==> config.mk <==
export PLATFORM = sky130hd
export DESIGN_NAME = idex_fwd_stage_flat
export DESIGN_NICKNAME = d
export VERILOG_FILES = /design/src/rtl/legv8_pkg.sv /design/src/rtl/idex_fwd_stage_if.sv /design/src/rtl/fwd_mux.sv /design/src/rtl/idex_fwd_stage.sv /design/src/flat_wrapper.sv
export SDC_FILE = /design/constraint.sdc
export NUM_CORES = 1
export LEC_CHECK = 0
export CAP_MARGIN = 30
export CORE_AREA = 5 5 222 224
export CTS_CLUSTER_SIZE = 16
export DETAILED_ROUTE_END_ITERATION = 16
export DIE_AREA = 0 0 227 229
export PLACE_DENSITY = 0.5
export RECOVER_POWER = 25
export SLEW_MARGIN = 30
export SYNTH_ARGS = -nofsm -noshare
export SYNTH_HDL_FRONTEND = slang
export SYNTH_SLANG_ARGS = --single-unit
==> constraint.sdc <==
create_clock -name clk -period 1.6 [get_ports clk]
set_clock_uncertainty 0.1 [all_clocks]
set_input_delay 0.16 -clock clk [delete_from_list [all_inputs] [get_ports clk]]
set_output_delay 0.16 -clock clk [all_outputs]
set_load 0.02 [all_outputs]
==> src/rtl/legv8_pkg.sv <==
// Shared LEGv8 datapath definitions: forward selects, the XZR index, ALU op codes
// and the load-use hazard rule used by the ID/EX stage.
package legv8_pkg;

    typedef enum logic [1:0] {
        FWD_NONE = 2'b00,
        FWD_WB   = 2'b01,
        FWD_MEM  = 2'b10
    } fwd_sel_t;

    localparam logic [4:0] XZR = 5'd31;

    localparam logic [3:0] ALU_AND   = 4'b0000;
    localparam logic [3:0] ALU_ORR   = 4'b0001;
    localparam logic [3:0] ALU_ADD   = 4'b0010;
    localparam logic [3:0] ALU_SUB   = 4'b0110;
    localparam logic [3:0] ALU_PASSB = 4'b0111;
    localparam logic [3:0] ALU_NOR   = 4'b1100;

    // A load in EX whose destination a decoding instruction reads cannot be bypassed in time
    function automatic logic load_use_hazard(
        input logic       valid_d,
        input logic       valid_e,
        input logic       mem_read_e,
        input logic [4:0] rd_e,
        input logic [4:0] rn_d,
        input logic [4:0] rm_d
    );
        return valid_d & valid_e & mem_read_e & (rd_e != XZR) &
               ((rd_e == rn_d) | (rd_e == rm_d));
    endfunction

endpackage

==> src/rtl/idex_fwd_stage_if.sv <==
// Signal bundle between decode, the bypass network and the ID/EX stage.
// master = environment driving decode/bypass, slave = the ID/EX stage.
interface idex_fwd_stage_if #(parameter int N = 64);

    logic         valid_D;
    logic [N-1:0] readData1_D;
    logic [N-1:0] readData2_D;
    logic [N-1:0] signImm_D;
    logic [4:0]   rn_D;
    logic [4:0]   rm_D;
    logic [4:0]   rd_D;
    logic         ALUSrc_D;
    logic [3:0]   ALUControl_D;
    logic         regWrite_D;
    logic         memRead_D;
    logic         memWrite_D;
    logic         memtoReg_D;
    logic         branch_D;
    logic         stall;
    logic         flush;
    logic [4:0]   rd_M;
    logic         regWrite_M;
    logic [N-1:0] aluResult_M;
    logic [4:0]   rd_W;
    logic         regWrite_W;
    logic [N-1:0] result_W;

    logic [N-1:0] a_E;
    logic [N-1:0] b_E;
    logic [3:0]   ALUControl_E;
    logic [N-1:0] writeData_E;
    logic [4:0]   rd_E;
    logic         valid_E;
    logic         regWrite_E;
    logic         memRead_E;
    logic         memWrite_E;
    logic         memtoReg_E;
    logic         branch_E;
    logic         hazard_stall;
    logic [1:0]   fwdA_sel;
    logic [1:0]   fwdB_sel;

    modport master (
        output valid_D, readData1_D, readData2_D, signImm_D, rn_D, rm_D, rd_D,
               ALUSrc_D, ALUControl_D, regWrite_D, memRead_D, memWrite_D,
               memtoReg_D, branch_D, stall, flush,
               rd_M, regWrite_M, aluResult_M, rd_W, regWrite_W, result_W,
        input  a_E, b_E, ALUControl_E, writeData_E, rd_E, valid_E, regWrite_E,
               memRead_E, memWrite_E, memtoReg_E, branch_E, hazard_stall,
               fwdA_sel, fwdB_sel
    );

    modport slave (
        input  valid_D, readData1_D, readData2_D, signImm_D, rn_D, rm_D, rd_D,
               ALUSrc_D, ALUControl_D, regWrite_D, memRead_D, memWrite_D,
               memtoReg_D, branch_D, stall, flush,
               rd_M, regWrite_M, aluResult_M, rd_W, regWrite_W, result_W,
        output a_E, b_E, ALUControl_E, writeData_E, rd_E, valid_E, regWrite_E,
               memRead_E, memWrite_E, memtoReg_E, branch_E, hazard_stall,
               fwdA_sel, fwdB_sel
    );

endinterface

==> src/rtl/fwd_mux.sv <==
// Operand bypass selector: picks the youngest in-flight result targeting src,
// otherwise passes the registered read value. XZR is never bypassed.
module fwd_mux
    import legv8_pkg::*;
#(
    parameter int N = 64
) (
    input  logic         en,
    input  logic [4:0]   src,
    input  logic [N-1:0] reg_val,
    input  logic         regWrite_M,
    input  logic [4:0]   rd_M,
    input  logic [N-1:0] aluResult_M,
    input  logic         regWrite_W,
    input  logic [4:0]   rd_W,
    input  logic [N-1:0] result_W,
    output fwd_sel_t     sel,
    output logic [N-1:0] val
);

    logic hit_m_s;
    logic hit_w_s;

    assign hit_m_s = en & regWrite_M & (rd_M == src) & (src != XZR);
    assign hit_w_s = en & regWrite_W & (rd_W == src) & (src != XZR);

    // EX/MEM holds the younger result, so it outranks MEM/WB on a double hit
    always_comb begin
        sel = FWD_NONE;
        val = reg_val;
        if (hit_m_s) begin
            sel = FWD_MEM;
            val = aluResult_M;
        end else if (hit_w_s) begin
            sel = FWD_WB;
            val = result_W;
        end else begin
            sel = FWD_NONE;
            val = reg_val;
        end
    end

endmodule

==> src/rtl/idex_fwd_stage.sv <==
// ID/EX pipeline register with load-use bubbling, stall/flush and operand bypass.
// Bypassing is enabled by defining IDEX_FORWARD_EN; otherwise operands come straight from the register.
module idex_fwd_stage
    import legv8_pkg::*;
#(
    parameter int N = 64
) (
    input  logic              clk,
    input  logic              reset,
    idex_fwd_stage_if.slave   bus
);

`ifdef IDEX_FORWARD_EN
    localparam logic FWD_ON = 1'b1;
`else
    localparam logic FWD_ON = 1'b0;
`endif

    typedef struct packed {
        logic         valid;
        logic [4:0]   rn;
        logic [4:0]   rm;
        logic [4:0]   rd;
        logic [N-1:0] rd1;
        logic [N-1:0] rd2;
        logic [N-1:0] imm;
        logic         alu_src;
        logic [3:0]   alu_ctl;
        logic         reg_write;
        logic         mem_read;
        logic         mem_write;
        logic         mem_to_reg;
        logic         branch;
    } idex_regs_t;

    idex_regs_t   cur_r;
    idex_regs_t   nxt_s;
    idex_regs_t   cap_s;
    logic         hazard_s;
    logic         fwd_en_s;
    fwd_sel_t     sel_a_s;
    fwd_sel_t     sel_b_s;
    logic [N-1:0] fwd_a_s;
    logic [N-1:0] fwd_b_s;

    assign hazard_s = load_use_hazard(bus.valid_D, cur_r.valid, cur_r.mem_read,
                                      cur_r.rd, bus.rn_D, bus.rm_D);

    // Decode fields as they would be captured on a normal load
    always_comb begin
        cap_s            = '0;
        cap_s.valid      = bus.valid_D;
        cap_s.rn         = bus.rn_D;
        cap_s.rm         = bus.rm_D;
        cap_s.rd         = bus.rd_D;
        cap_s.rd1        = bus.readData1_D;
        cap_s.rd2        = bus.readData2_D;
        cap_s.imm        = bus.signImm_D;
        cap_s.alu_src    = bus.ALUSrc_D;
        cap_s.alu_ctl    = bus.ALUControl_D;
        cap_s.reg_write  = bus.regWrite_D;
        cap_s.mem_read   = bus.memRead_D;
        cap_s.mem_write  = bus.memWrite_D;
        cap_s.mem_to_reg = bus.memtoReg_D;
        cap_s.branch     = bus.branch_D;
    end

    // Update priority below reset: flush > stall > load-use bubble > load
    always_comb begin
        nxt_s = cur_r;
        if (bus.flush) begin
            nxt_s = '0;
        end else if (bus.stall) begin
            nxt_s = cur_r;
        end else if (hazard_s) begin
            nxt_s = '0;
        end else begin
            nxt_s = cap_s;
        end
    end

    // Stage register with synchronous reset
    always_ff @(posedge clk) begin
        if (reset) begin
            cur_r <= '0;
        end else begin
            cur_r <= nxt_s;
        end
    end

    // With bypassing disabled both muxes see en=0 and reduce to the registered values
    assign fwd_en_s = FWD_ON & cur_r.valid;

    fwd_mux #(.N(N)) u_fwd_a (
        .en          (fwd_en_s),
        .src         (cur_r.rn),
        .reg_val     (cur_r.rd1),
        .regWrite_M  (bus.regWrite_M),
        .rd_M        (bus.rd_M),
        .aluResult_M (bus.aluResult_M),
        .regWrite_W  (bus.regWrite_W),
        .rd_W        (bus.rd_W),
        .result_W    (bus.result_W),
        .sel         (sel_a_s),
        .val         (fwd_a_s)
    );

    fwd_mux #(.N(N)) u_fwd_b (
        .en          (fwd_en_s),
        .src         (cur_r.rm),
        .reg_val     (cur_r.rd2),
        .regWrite_M  (bus.regWrite_M),
        .rd_M        (bus.rd_M),
        .aluResult_M (bus.aluResult_M),
        .regWrite_W  (bus.regWrite_W),
        .rd_W        (bus.rd_W),
        .result_W    (bus.result_W),
        .sel         (sel_b_s),
        .val         (fwd_b_s)
    );

    assign bus.a_E          = fwd_a_s;
    assign bus.writeData_E  = fwd_b_s;
    assign bus.b_E          = cur_r.alu_src ? cur_r.imm : fwd_b_s;
    assign bus.ALUControl_E = cur_r.alu_ctl;
    assign bus.rd_E         = cur_r.rd;
    assign bus.valid_E      = cur_r.valid;
    assign bus.regWrite_E   = cur_r.reg_write;
    assign bus.memRead_E    = cur_r.mem_read;
    assign bus.memWrite_E   = cur_r.mem_write;
    assign bus.memtoReg_E   = cur_r.mem_to_reg;
    assign bus.branch_E     = cur_r.branch;
    assign bus.hazard_stall = hazard_s;
    assign bus.fwdA_sel     = sel_a_s;
    assign bus.fwdB_sel     = sel_b_s;

endmodule

==> src/flat_wrapper.sv <==
// flat-port wrapper written by rule: the top's interface ports become plain ports
module idex_fwd_stage_flat import legv8_pkg::*;
#(
    parameter int N = 64
)
  (clk, reset, bus_valid_D, bus_readData1_D, bus_readData2_D, bus_signImm_D, bus_rn_D, bus_rm_D, bus_rd_D, bus_ALUSrc_D, bus_ALUControl_D, bus_regWrite_D, bus_memRead_D, bus_memWrite_D, bus_memtoReg_D, bus_branch_D, bus_stall, bus_flush, bus_rd_M, bus_regWrite_M, bus_aluResult_M, bus_rd_W, bus_regWrite_W, bus_result_W, bus_a_E, bus_b_E, bus_ALUControl_E, bus_writeData_E, bus_rd_E, bus_valid_E, bus_regWrite_E, bus_memRead_E, bus_memWrite_E, bus_memtoReg_E, bus_branch_E, bus_hazard_stall, bus_fwdA_sel, bus_fwdB_sel);
  idex_fwd_stage_if #(.N(N)) bus_i ();
  input  logic clk;
  input  logic reset;
  input wire logic [$bits(bus_i.valid_D)-1:0] bus_valid_D;
  input wire logic [$bits(bus_i.readData1_D)-1:0] bus_readData1_D;
  input wire logic [$bits(bus_i.readData2_D)-1:0] bus_readData2_D;
  input wire logic [$bits(bus_i.signImm_D)-1:0] bus_signImm_D;
  input wire logic [$bits(bus_i.rn_D)-1:0] bus_rn_D;
  input wire logic [$bits(bus_i.rm_D)-1:0] bus_rm_D;
  input wire logic [$bits(bus_i.rd_D)-1:0] bus_rd_D;
  input wire logic [$bits(bus_i.ALUSrc_D)-1:0] bus_ALUSrc_D;
  input wire logic [$bits(bus_i.ALUControl_D)-1:0] bus_ALUControl_D;
  input wire logic [$bits(bus_i.regWrite_D)-1:0] bus_regWrite_D;
  input wire logic [$bits(bus_i.memRead_D)-1:0] bus_memRead_D;
  input wire logic [$bits(bus_i.memWrite_D)-1:0] bus_memWrite_D;
  input wire logic [$bits(bus_i.memtoReg_D)-1:0] bus_memtoReg_D;
  input wire logic [$bits(bus_i.branch_D)-1:0] bus_branch_D;
  input wire logic [$bits(bus_i.stall)-1:0] bus_stall;
  input wire logic [$bits(bus_i.flush)-1:0] bus_flush;
  input wire logic [$bits(bus_i.rd_M)-1:0] bus_rd_M;
  input wire logic [$bits(bus_i.regWrite_M)-1:0] bus_regWrite_M;
  input wire logic [$bits(bus_i.aluResult_M)-1:0] bus_aluResult_M;
  input wire logic [$bits(bus_i.rd_W)-1:0] bus_rd_W;
  input wire logic [$bits(bus_i.regWrite_W)-1:0] bus_regWrite_W;
  input wire logic [$bits(bus_i.result_W)-1:0] bus_result_W;
  output wire logic [$bits(bus_i.a_E)-1:0] bus_a_E;
  output wire logic [$bits(bus_i.b_E)-1:0] bus_b_E;
  output wire logic [$bits(bus_i.ALUControl_E)-1:0] bus_ALUControl_E;
  output wire logic [$bits(bus_i.writeData_E)-1:0] bus_writeData_E;
  output wire logic [$bits(bus_i.rd_E)-1:0] bus_rd_E;
  output wire logic [$bits(bus_i.valid_E)-1:0] bus_valid_E;
  output wire logic [$bits(bus_i.regWrite_E)-1:0] bus_regWrite_E;
  output wire logic [$bits(bus_i.memRead_E)-1:0] bus_memRead_E;
  output wire logic [$bits(bus_i.memWrite_E)-1:0] bus_memWrite_E;
  output wire logic [$bits(bus_i.memtoReg_E)-1:0] bus_memtoReg_E;
  output wire logic [$bits(bus_i.branch_E)-1:0] bus_branch_E;
  output wire logic [$bits(bus_i.hazard_stall)-1:0] bus_hazard_stall;
  output wire logic [$bits(bus_i.fwdA_sel)-1:0] bus_fwdA_sel;
  output wire logic [$bits(bus_i.fwdB_sel)-1:0] bus_fwdB_sel;
  assign bus_i.valid_D = bus_valid_D;
  assign bus_i.readData1_D = bus_readData1_D;
  assign bus_i.readData2_D = bus_readData2_D;
  assign bus_i.signImm_D = bus_signImm_D;
  assign bus_i.rn_D = bus_rn_D;
  assign bus_i.rm_D = bus_rm_D;
  assign bus_i.rd_D = bus_rd_D;
  assign bus_i.ALUSrc_D = bus_ALUSrc_D;
  assign bus_i.ALUControl_D = bus_ALUControl_D;
  assign bus_i.regWrite_D = bus_regWrite_D;
  assign bus_i.memRead_D = bus_memRead_D;
  assign bus_i.memWrite_D = bus_memWrite_D;
  assign bus_i.memtoReg_D = bus_memtoReg_D;
  assign bus_i.branch_D = bus_branch_D;
  assign bus_i.stall = bus_stall;
  assign bus_i.flush = bus_flush;
  assign bus_i.rd_M = bus_rd_M;
  assign bus_i.regWrite_M = bus_regWrite_M;
  assign bus_i.aluResult_M = bus_aluResult_M;
  assign bus_i.rd_W = bus_rd_W;
  assign bus_i.regWrite_W = bus_regWrite_W;
  assign bus_i.result_W = bus_result_W;
  assign bus_a_E = bus_i.a_E;
  assign bus_b_E = bus_i.b_E;
  assign bus_ALUControl_E = bus_i.ALUControl_E;
  assign bus_writeData_E = bus_i.writeData_E;
  assign bus_rd_E = bus_i.rd_E;
  assign bus_valid_E = bus_i.valid_E;
  assign bus_regWrite_E = bus_i.regWrite_E;
  assign bus_memRead_E = bus_i.memRead_E;
  assign bus_memWrite_E = bus_i.memWrite_E;
  assign bus_memtoReg_E = bus_i.memtoReg_E;
  assign bus_branch_E = bus_i.branch_E;
  assign bus_hazard_stall = bus_i.hazard_stall;
  assign bus_fwdA_sel = bus_i.fwdA_sel;
  assign bus_fwdB_sel = bus_i.fwdB_sel;
  idex_fwd_stage #(.N(N)) u_core (.clk(clk), .reset(reset), .bus(bus_i));
endmodule
==> metrics.md, run 1 <==
| Metric | Value |
|---|---|
| Clock sinks | between 200 and 250 |
| Hpwl dp | 27700 um |
| First-pass GRT wire length | between 60000 and 70000 um |
| Input/output buffers | about 430 |
| Leakage | approximately 8.4 nW |
| Met3 WL | around 3700 um |
| Final Hold Fails | 0 |
| Clock tree buffer depth | 3 |
| DR iter-0 viols | approximately 610 |
| H-tree Lvls | 1 |
| Yosys Warn Count | 0 |
| FFs w/ async S/R, synth | 0% |
| GPL Wtd Cong | 0.765 |
| Top cells by area, synth | dfxtp_1 40%, a32oi_1 18%, buf_4 11% |
| Reg2reg start | u_core.bus.rd_E[4] |
| Fraction of layout instances using a drive strength above 1 | between 30% and 40% |
| Grt ovf | 0 |
| Final Worst Setup Slack | -455 ps |
| Hold path start | bus_readData2_D[26] |
| Failing checks | setup timing |
| CP max FO | 8 |
| Final worst-path cycle share | 128% |
| Max Fclk | 0.487 GHz |
| Initial antenna violation count | 4 |
| Fin Setup TNS | -56770 ps |
| Num rows | 80 |
| # DRC | 0 |
| Largest net degree at the start of global routing | slightly below 60 |
| WL per Instance | roughly 23 um |
| Fill cell count | about 4600 |
| Worst-skew pair later-pin latency | between 500 and 600 ps |
| Flops & latches, synth | ~210 |
| Core Area | between 40000 and 50000 um^2 |
| CTS tree | done |
| Vias in the first global route | ~10000 |
| CTS Hold Buffers Added | 0 |
| Post-synth top area share | between 40% and 50% |
| Setup crit start kind | register |
| PD cells | 840 nW/um^2 |
| Antenna-violating nets left | 0 |
| Post-synth EDFFs | 0 |
| WP data arrival | between 1500 and 2000 ps |
| Max-Cap Viols | 0 |
| Peak supply drop | about 0.54 mV |
| Syn_area_per_cell | 8.77 um^2 |
| Seq/Total Area, Yosys | roughly two fifths |
| Min cycle time layout | between 2000 and 2500 ps |
| Via/cell ratio | about 4.9 |
| Crit end category | output port |
| Unrepaired setup endpoints after global routing | true |
| WHS | between 80 and 90 ps |
| Mapped Area | roughly 10000 um^2 |
| Cells after synthesis | approximately 1200 |
| Starting Density | between 20 and 25% |
| Final setup fails | 273 |
| Via count of the routed design | between 10000 and 15000 |
| Met2 WL | ~23000 um |
| Root buffer cell | clkbuf_16 |
| Max layer used | met5 |
| Num CTS Buffers | 26 |
| Status | complete, but fails checks |
| WL final | between 40000 and 50000 um |
| Nets | roughly 1900 |
| Yosys cell types | 20 |
| Final Power | approximately 0.016 W |
| Critical Path RT | around 1300 ps |
| Total Routing Usage GR | 16.4% |
| Clock transition at path regs | ~60 ps |
| Final slew viol count | 0 |
| Class of the worst hold path | input port to register |
| Die X | around 230 um |
| Crit path launch | u_core.cur_r[9] |
| Top cell type by total area after synthesis | dfxtp_1 |
| Commonest cells post-synth | 211 x nand2_1, 208 x a32oi_1, 208 x dfxtp_1, 155 x buf_4, 142 x o21ai_1 |
| Chip Height | about 230 um |
| Die area | a little over 50000 um^2 |
| IO Pins | ~570 |
| WL met1 | 21100 um |
| Synth Flop Type | dfxtp_1 |
| Most frequent cell after synthesis | nand2_1 |
| Setup CP Type | register to output port |
| Area Growth Syn to Fin | 81.2% |
| Drt pass-1 iters | 5 |
==> critical path: stages (launching register included) <==
cell and delay, ps:
dfxtp_4 360, buf_12 170, buf_12 160, buf_12 110, mux2_4 300, buf_6 130
==> layer usage <==
metal	up-vias	GRT usage, %
met5	-	0
met2	364	26.7
met4	6	4.80
li1	4986	-
met3	76	4.48
met1	5249	21.3
==> worst paths after layout <==
kind         cells after the start  slack, ps                end
max reg2reg                      9       -270  u_core.cur_r[106]
min                              3         80  u_core.cur_r[100]
min reg2reg                      2        360  u_core.cur_r[168]
max                              5       -460        bus_b_E[25]
==> state kept, by name, summed over array words and instances, names as in the netlist <==
register,count
u_core.cur_r,193
u_core.bus.rd_E,5
u_core.bus.ALUControl_E,4
u_core.bus.branch_E,1
u_core.bus.memRead_E,1
u_core.bus.memWrite_E,1
u_core.bus.memtoReg_E,1
u_core.bus.regWrite_E,1
u_core.bus.valid_E,1
==> cell type report <==
cell class	instances	area, um^2	share of cell area [%]
Antenna cell	1	2.50	0.0133
Timing Repair Buffer	583	7040	37.5
Clock buffer	38	777	4.14
Clock inverter	10	109	0.580
Tap cell	615	769	4.10
Multi-Input combinational cell	713	5880	31.4
Sequential cell	208	4190	22.3
==> what timing repair did <==
action	4_1_cts	5_1_grt
cloned	34	21
endpoints found under the setup margin	416	408
resized for setup	592	408
buffers inserted	31	9
pin swaps	94	199
==> logic make-up after synthesis <==
| kind of cell | Yosys count | share of synthesized area (%) |
|---|---|---|
| buf+inv | 263 | 16.1 |
| simple gates | 217 | 7.97 |
| compound gates | 418 | 27.8 |
| xor+xnor | 10 | 0.846 |
| mux | 64 | 6.96 |
| flops | 208 | 40.2 |
| other cells | 1 | 0.0362 |
==> per-stage QoR <==
| step | cell area [um^2] | std cells | utilization [%] | worst slack (ps) |
|---|---|---|---|---|
| CTS | 17400 | 2148 | 36.9 | -519 |
| global route | 18800 | 2167 | 39.8 | -500 |
| detailed placement | 14600 | 2035 | 30.9 | -614 |
| floorplan | 10400 | 1184 | - | 66.1 |
| global placement | 14600 | 2035 | 30.9 | -636 |
| finish | 18800 | 2168 | 39.8 | -455 |
==> cell usage in the layout (no fill, tap or decap), types with 2 or more instances in the layout <==
master	count
clkdlybuf4s50_1	221
o21ai_1	102
clkbuf_16	42
clkinv_2	5
clkbuf_1	40
dlymetal6s2s_1	97
dfxtp_1	197
mux2_2	5
clkdlybuf4s15_2	7
mux2_4	59
clkbuf_8	6
dfxtp_4	5
clkinvlp_4	2
buf_12	41
xnor2_1	5
bufinv_16	2
o21ai_2	106
a32oi_2	82
buf_4	40
buf_2	8
buf_8	14
nand2_1	210
xnor2_2	4
dfxtp_2	6
conb_1	4
a32oi_1	126
buf_16	29
buf_6	76
==> where the power goes <==
part / leakage, nW / internal [W] / switching, W / total [W]
registers: 1.72 / 0.00552 / 0.000261 / 0.00578
logic: 6.26 / 0.00202 / 0.00180 / 0.00382
clock network: 0.434 / 0.00368 / 0.00248 / 0.00616
total: 8.41 / 0.0112 / 0.00455 / 0.0158
(Power assumes the default switching activity.)
==> run 2: changes to the inputs <==
Settings changed: RECOVER_POWER 25 to unset, SKIP_CTS_REPAIR_TIMING set to 1.
==> metrics.md, run 2 (same netlist as run 1, synthesis figures left out) <==
| Metric | Value |
|---|---|
| Core Area | 47100 um^2 (unchanged) |
| Final slew viol count | 0 (unchanged) |
| Num CTS Buffers | 26 (unchanged) |
| Input/output buffers | 429 (unchanged) |
| Unrepaired setup endpoints after global routing | true (unchanged) |
| Most frequent cells in the layout | 221 x clkdlybuf4s50_1, 209 x nand2_1, 202 x dfxtp_1 (was 221 x clkdlybuf4s50_1, 210 x nand2_1, 197 x dfxtp_1) |
| Most common cell after layout, fill and taps aside | clkdlybuf4s50_1 (unchanged) |
| Grt ovf | 0 (unchanged) |
| Min cycle time layout | 2050 ps (was 2060 ps) |
| Hold-critical path depth | 3 (unchanged) |
| Setup crit start kind | register (unchanged) |
| DR iter-0 viols | 588 (was 609) |
| First-pass GRT wire length | 58000 um (was 66700 um) |
| Class of the worst hold path | input port to register (unchanged) |
| Root buffer cell | clkbuf_16 (unchanged) |
| Largest net degree at the start of global routing | 109 (was 58) |
| Chip Height | 229 um (unchanged) |
| Buffers and inverters on the worst path | 3 (was 4) |
| Worst path max stage delay | 430 ps (was 360 ps) |
| Reg2reg start | u_core.bus.rd_E[2] (was u_core.bus.rd_E[4]) |
| Clock tree buffer depth | 3 (unchanged) |
| M3 GR Usage | 4.23% (was 4.48%) |
| H-tree Lvls | 1 (unchanged) |
| Starting Density | 22.0% (unchanged) |
| Cell family with most CP delay | buffers and inverters (unchanged) |
| Via/cell ratio | 4.82 (was 4.93) |
| Worst reg2reg path endpoint | u_core.cur_r[93] (was u_core.cur_r[106]) |
| Critical Path RT | 1340 ps (about the same) |
| Placed cell areas | 14600 um^2 (unchanged) |
| Fraction of layout instances using a drive strength above 1 | 23.9% (was 35.4%) |
| Num rows | 80 (unchanged) |
| Die X | 227 um (unchanged) |
| Setup CP Type | register to output port (unchanged) |
| Met1 Usage GRT | 17.3% (was 21.3%) |
| WHS Endpoint | u_core.cur_r[9] (was u_core.cur_r[100]) |
| Most Frequent Cell on Critical Path | buf_6 (was buf_12) |
| Fill cell count | 4674 (was 4575) |
| Clock transition at path regs | 60 ps (about the same) |
| Top reg by flops | u_core.cur_r (unchanged) |
| Final worst-path cycle share | 128% (about the same) |
| Antenna-violating nets left | 0 (unchanged) |
| GR peak layer | met2 (unchanged) |
| Crit end category | output port (unchanged) |
| Vias in the first global route | 9570 (was 10300) |
| Worst-skew pair later-pin latency | 540 ps (about the same) |
| Max Fclk | 0.488 GHz (was 0.487 GHz) |
| R2R Setup Slk | -230 ps (was -270 ps) |
| Peak supply drop | 0.528 mV (was 0.536 mV) |
| Via count of the routed design | 10300 (was 10700) |
| WL per Instance | 21.6 um (was 22.6 um) |
| IO Pins | 574 (unchanged) |
| Max reg flops | 193 (unchanged) |
| Drt pass-1 iters | 4 (was 5) |
| Leakage | 8.47 nW (was 8.41 nW) |
| WL final | 46100 um (was 49000 um) |
| WP data arrival | 1790 ps (was 1800 ps) |
| Final Worst Setup Slack | -451 ps (was -455 ps) |
| Status | complete, but fails checks (unchanged) |
| Hpwl dp | 27700 um (unchanged) |
| Nets | 1866 (was 1894) |
| Final Power | 0.0151 W (was 0.0158 W) |
| FF-to-FF path depth | 8 (was 9) |
| Stages on worst setup path | 4 (was 5) |
| Failing checks | setup timing (unchanged) |
| GPL Wtd Cong | 0.765 (unchanged) |
| CP max FO | 7 (was 8) |
| Clock sinks | 208 (unchanged) |
| PD cells | 872 nW/um^2 (was 840 nW/um^2) |
| Final setup fails | 274 (was 273) |
| Area Growth Syn to Fin | 67.7% (was 81.2%) |
| CP max stage cell | dfxtp_4 (unchanged) |
| Final Hold Fails | 0 (unchanged) |
| Hold path start | bus_ALUSrc_D (was bus_readData2_D[26]) |
| Die area | 52000 um^2 (unchanged) |
| CTS tree | done (unchanged) |
| # DRC | 0 (unchanged) |
| Total Routing Usage GR | 13.7% (was 16.4%) |
| Crit-path cells | buf_6 -> clkbuf_16 -> mux2_4 -> buf_6 (was buf_12 -> buf_12 -> buf_12 -> mux2_4 -> buf_6) |
| Final Instance Area | 17400 um^2 (was 18800 um^2) |
| Max-Cap Viols | 0 (unchanged) |
| Met2 usage | 22.4% (was 26.7%) |
| Initial antenna violation count | 5 (was 4) |
run 2: cell types whose count changed in the layout (fill, tap and decap cells not counted), sizes merged:
| cell | delta |
|---|---|
| buf | -58 |
| dlymetal6s2s | +42 |
| clkdlybuf4s15 | -7 |
| clkbuf | -5 |
run 2: metal layers:
metal / vias up / wire length, um
met5: - / 46
met4: 6 / 1110
met3: 66 / 3500
met2: 350 / 21800
met1: 4980 / 19700
li1: 4923 / -
run 2: final cells by class:
| type | count | area, um^2 | area share [%] |
|---|---|---|---|
| Timing Repair Buffer | 555 | 6450 | 37.1 |
| Multi-Input combinational cell | 713 | 5080 | 29.2 |
| Sequential cell | 208 | 4190 | 24.1 |
| Clock buffer | 38 | 777 | 4.47 |
| Tap cell | 615 | 769 | 4.43 |
| Clock inverter | 10 | 109 | 0.627 |
| Antenna cell | 1 | 2.50 | 0.0144 |
run 2: worst max-delay path by stage:
stage                       start                to  slack (ps)
6_report          u_core.cur_r[9]       bus_b_E[41]        -450
2_1_floorplan  u_core.bus.rd_E[4]  u_core.cur_r[29]          70
4_1_cts        u_core.bus.rd_E[4]  bus_hazard_stall       -1010
3_3_place_gp          bus_rn_D[4]  bus_hazard_stall        -640
3_5_place_dp          bus_rn_D[4]  bus_hazard_stall        -610
5_1_grt           u_core.cur_r[9]       bus_b_E[41]        -490
run 2: stage by stage:
step / util [%] / hold slack (ps) / setup TNS [ps] / cells / setup WS, ps
2_1_floorplan: - / 193 / 0 / 1184 / 66.1
3_3_place_gp: 30.9 / 345 / -123530 / 2035 / -636
3_5_place_dp: 30.9 / 351 / -121050 / 2035 / -614
4_1_cts: 32.8 / 57.0 / -151790 / 2083 / -1010
5_1_grt: 36.8 / 73.0 / -78110 / 2140 / -486
6_report: 36.8 / 81.0 / -58470 / 2140 / -451
run 2: worst reg2reg max path: stages (launching register included):
cell	delay, ps
dfxtp_4	360
buf_6	130
nand3_4	80
o2111ai_4	200
buf_12	220
clkbuf_16	190
clkbuf_16	160
a32oi_1	190
o21ai_1	90
run 2: where the power goes:
group / switching [W] / internal (W) / leakage (nW)
Combinational: 0.00157 / 0.00167 / 6.33
Clock: 0.00247 / 0.00368 / 0.434
Sequential: 0.000248 / 0.00552 / 1.71
Total: 0.00428 / 0.0109 / 8.47
==> run 3: changes to the inputs <==
Settings changed: CORE_AREA 5 5 222 224 to 2 2 225 227, PLACE_DENSITY 0.5 to 0.48.
==> metrics.md, run 3 (same netlist as run 1, synthesis figures left out) <==
| Metric | Value |
|---|---|
| Die X | 227 um (unchanged) |
| Num rows | 82 (was 80) |
| Min cycle time layout | 2020 ps (was 2050 ps) |
| WL final | 41200 um (was 46100 um) |
| Clock tree buffer depth | 3 (unchanged) |
| Leakage | 5.88 nW (was 8.47 nW) |
| Critical Path RT | 1340 ps (about the same) |
| Final setup fails | 405 (was 274) |
| Nets | 1821 (was 1866) |
| Root buffer cell | clkbuf_16 (unchanged) |
| Final slew viol count | 0 (unchanged) |
| Worst-skew pair later-pin latency | 530 ps (was 540 ps) |
| Place WS | -599 ps (was -614 ps) |
| Setup CP Type | register to output port (unchanged) |
| Fin Setup TNS | -73840 ps (was -58470 ps) |
| Max reg flops | 193 (unchanged) |
| Input/output buffers | 429 (unchanged) |
| Final worst-path cycle share | 126% (was 128%) |
| Final Worst Setup Slack | -424 ps (was -451 ps) |
| Unrepaired setup endpoints after global routing | true (unchanged) |
| Clock sinks | 208 (unchanged) |
| CTS tree | done (unchanged) |
| Max Fclk | 0.494 GHz (was 0.488 GHz) |
| Total Routing Usage GR | 13.7% (about the same) |
| Via/cell ratio | 4.64 (was 4.82) |
| Clock transition at path regs | 60 ps (about the same) |
| IO Pins | 574 (unchanged) |
| CP max FO | 12 (was 7) |
| First-pass GRT wire length | 56700 um (was 58000 um) |
| PD cells | 895 nW/um^2 (was 872 nW/um^2) |
| Die area | 52000 um^2 (unchanged) |
| Num CTS Buffers | 25 (was 26) |
| Core Util, Final | 32.7% (was 36.8%) |
| Class of the worst hold path | input port to register (unchanged) |
| Hold path start | bus_readData2_D[21] (was bus_ALUSrc_D) |
| WP data arrival | 1760 ps (was 1790 ps) |
| Drt pass-1 iters | 5 (was 4) |
| H-tree Lvls | 1 (unchanged) |
| Reg2reg start | u_core.bus.rd_E[2] (unchanged) |
| Area Growth Syn to Fin | 56.7% (was 67.7%) |
| Peak supply drop | 0.566 mV (was 0.528 mV) |
| Core Area | 49700 um^2 (was 47100 um^2) |
| Antenna-violating nets left | 0 (unchanged) |
| # DRC | 0 (unchanged) |
| Chip Height | 229 um (unchanged) |
| DR iter-0 viols | 582 (was 588) |
| Vias in the first global route | 9289 (was 9570) |
| Most frequent cells in the layout | 352 x clkdlybuf4s50_1, 210 x nand2_1, 201 x dfxtp_1 (was 221 x clkdlybuf4s50_1, 209 x nand2_1, 202 x dfxtp_1) |
| Final Hold Fails | 0 (unchanged) |
| Fraction of layout instances using a drive strength above 1 | 19.4% (was 23.9%) |
| Max-Cap Viols | 0 (unchanged) |
| Crit end category | output port (unchanged) |
| Grt ovf | 0 (unchanged) |
| GPL Wtd Cong | 0.757 (was 0.765) |
| Top reg by flops | u_core.cur_r (unchanged) |
| WL per Instance | 19.1 um (was 21.6 um) |
| Hpwl dp | 26700 um (was 27700 um) |
| Setup crit start kind | register (unchanged) |
| Non-Filler Instances | 2153 (was 2140) |
| Initial antenna violation count | 6 (was 5) |
| Dpl cells | 2081 (was 2035) |
| Crit path launch | u_core.cur_r[9] (unchanged) |
| Largest net degree at the start of global routing | 105 (was 109) |
| Status | complete, but fails checks (unchanged) |
| Via count of the routed design | 9984 (was 10300) |
| Starting Density | 20.9% (was 22.0%) |
| Failing checks | setup timing (unchanged) |
| Most common cell after layout, fill and taps aside | clkdlybuf4s50_1 (unchanged) |
[run 3: routing by layer]
layer | track usage [%] | vias to the layer above | part of all wire [%]
met5 | 0 | - | 0.066
met4 | 4.92 | 4 | 2.7
met3 | 3.28 | 60 | 6.6
met2 | 22.1 | 329 | 46
met1 | 17.6 | 4773 | 45
li1 | - | 4818 | -
[run 3: where the power goes]
group	internal [W]	total, W	switching [W]
registers	0.00552	0.00576	0.000245
logic	0.00165	0.00312	0.00147
clock network	0.00332	0.00564	0.00232
total	0.0105	0.0145	0.00404
[run 3: path summary, 6_finish.rpt]
kind         cells after the start  slack, ps                end
max                              4       -420         bus_b_E[5]
min                              3         80   u_core.cur_r[95]
max reg2reg                      7       -250   u_core.cur_r[98]
min reg2reg                      2        360  u_core.cur_r[198]
[run 3: critical path, cell delays in order (launching register included)]
cell and delay (ps):
dfxtp_4 400, buf_4 130, buf_12 150, mux2_2 360
buf_2 170
[run 3: cell type report]
type | count | area [um^2]
flip-flops and latches | 208 | 4190
multi-input cells | 713 | 4900
clock buffers | 40 | 782
well taps | 672 | 841
clock inverters | 4 | 23.8
repair buffers | 511 | 5480
fillers | 5162 | 33400
diodes | 5 | 12.5
[run 3: per-stage QoR]
stage / instance area (um^2) / hold WS [ps] / total power (W)
floorplan: 10400 / 193 / 0.00736
global placement: 14700 / 342 / 0.00876
detailed placement: 14700 / 352 / 0.00878
CTS: 15500 / 54.2 / 0.0145
global route: 16200 / 82.6 / 0.0151
finish: 16200 / 84.8 / 0.0145
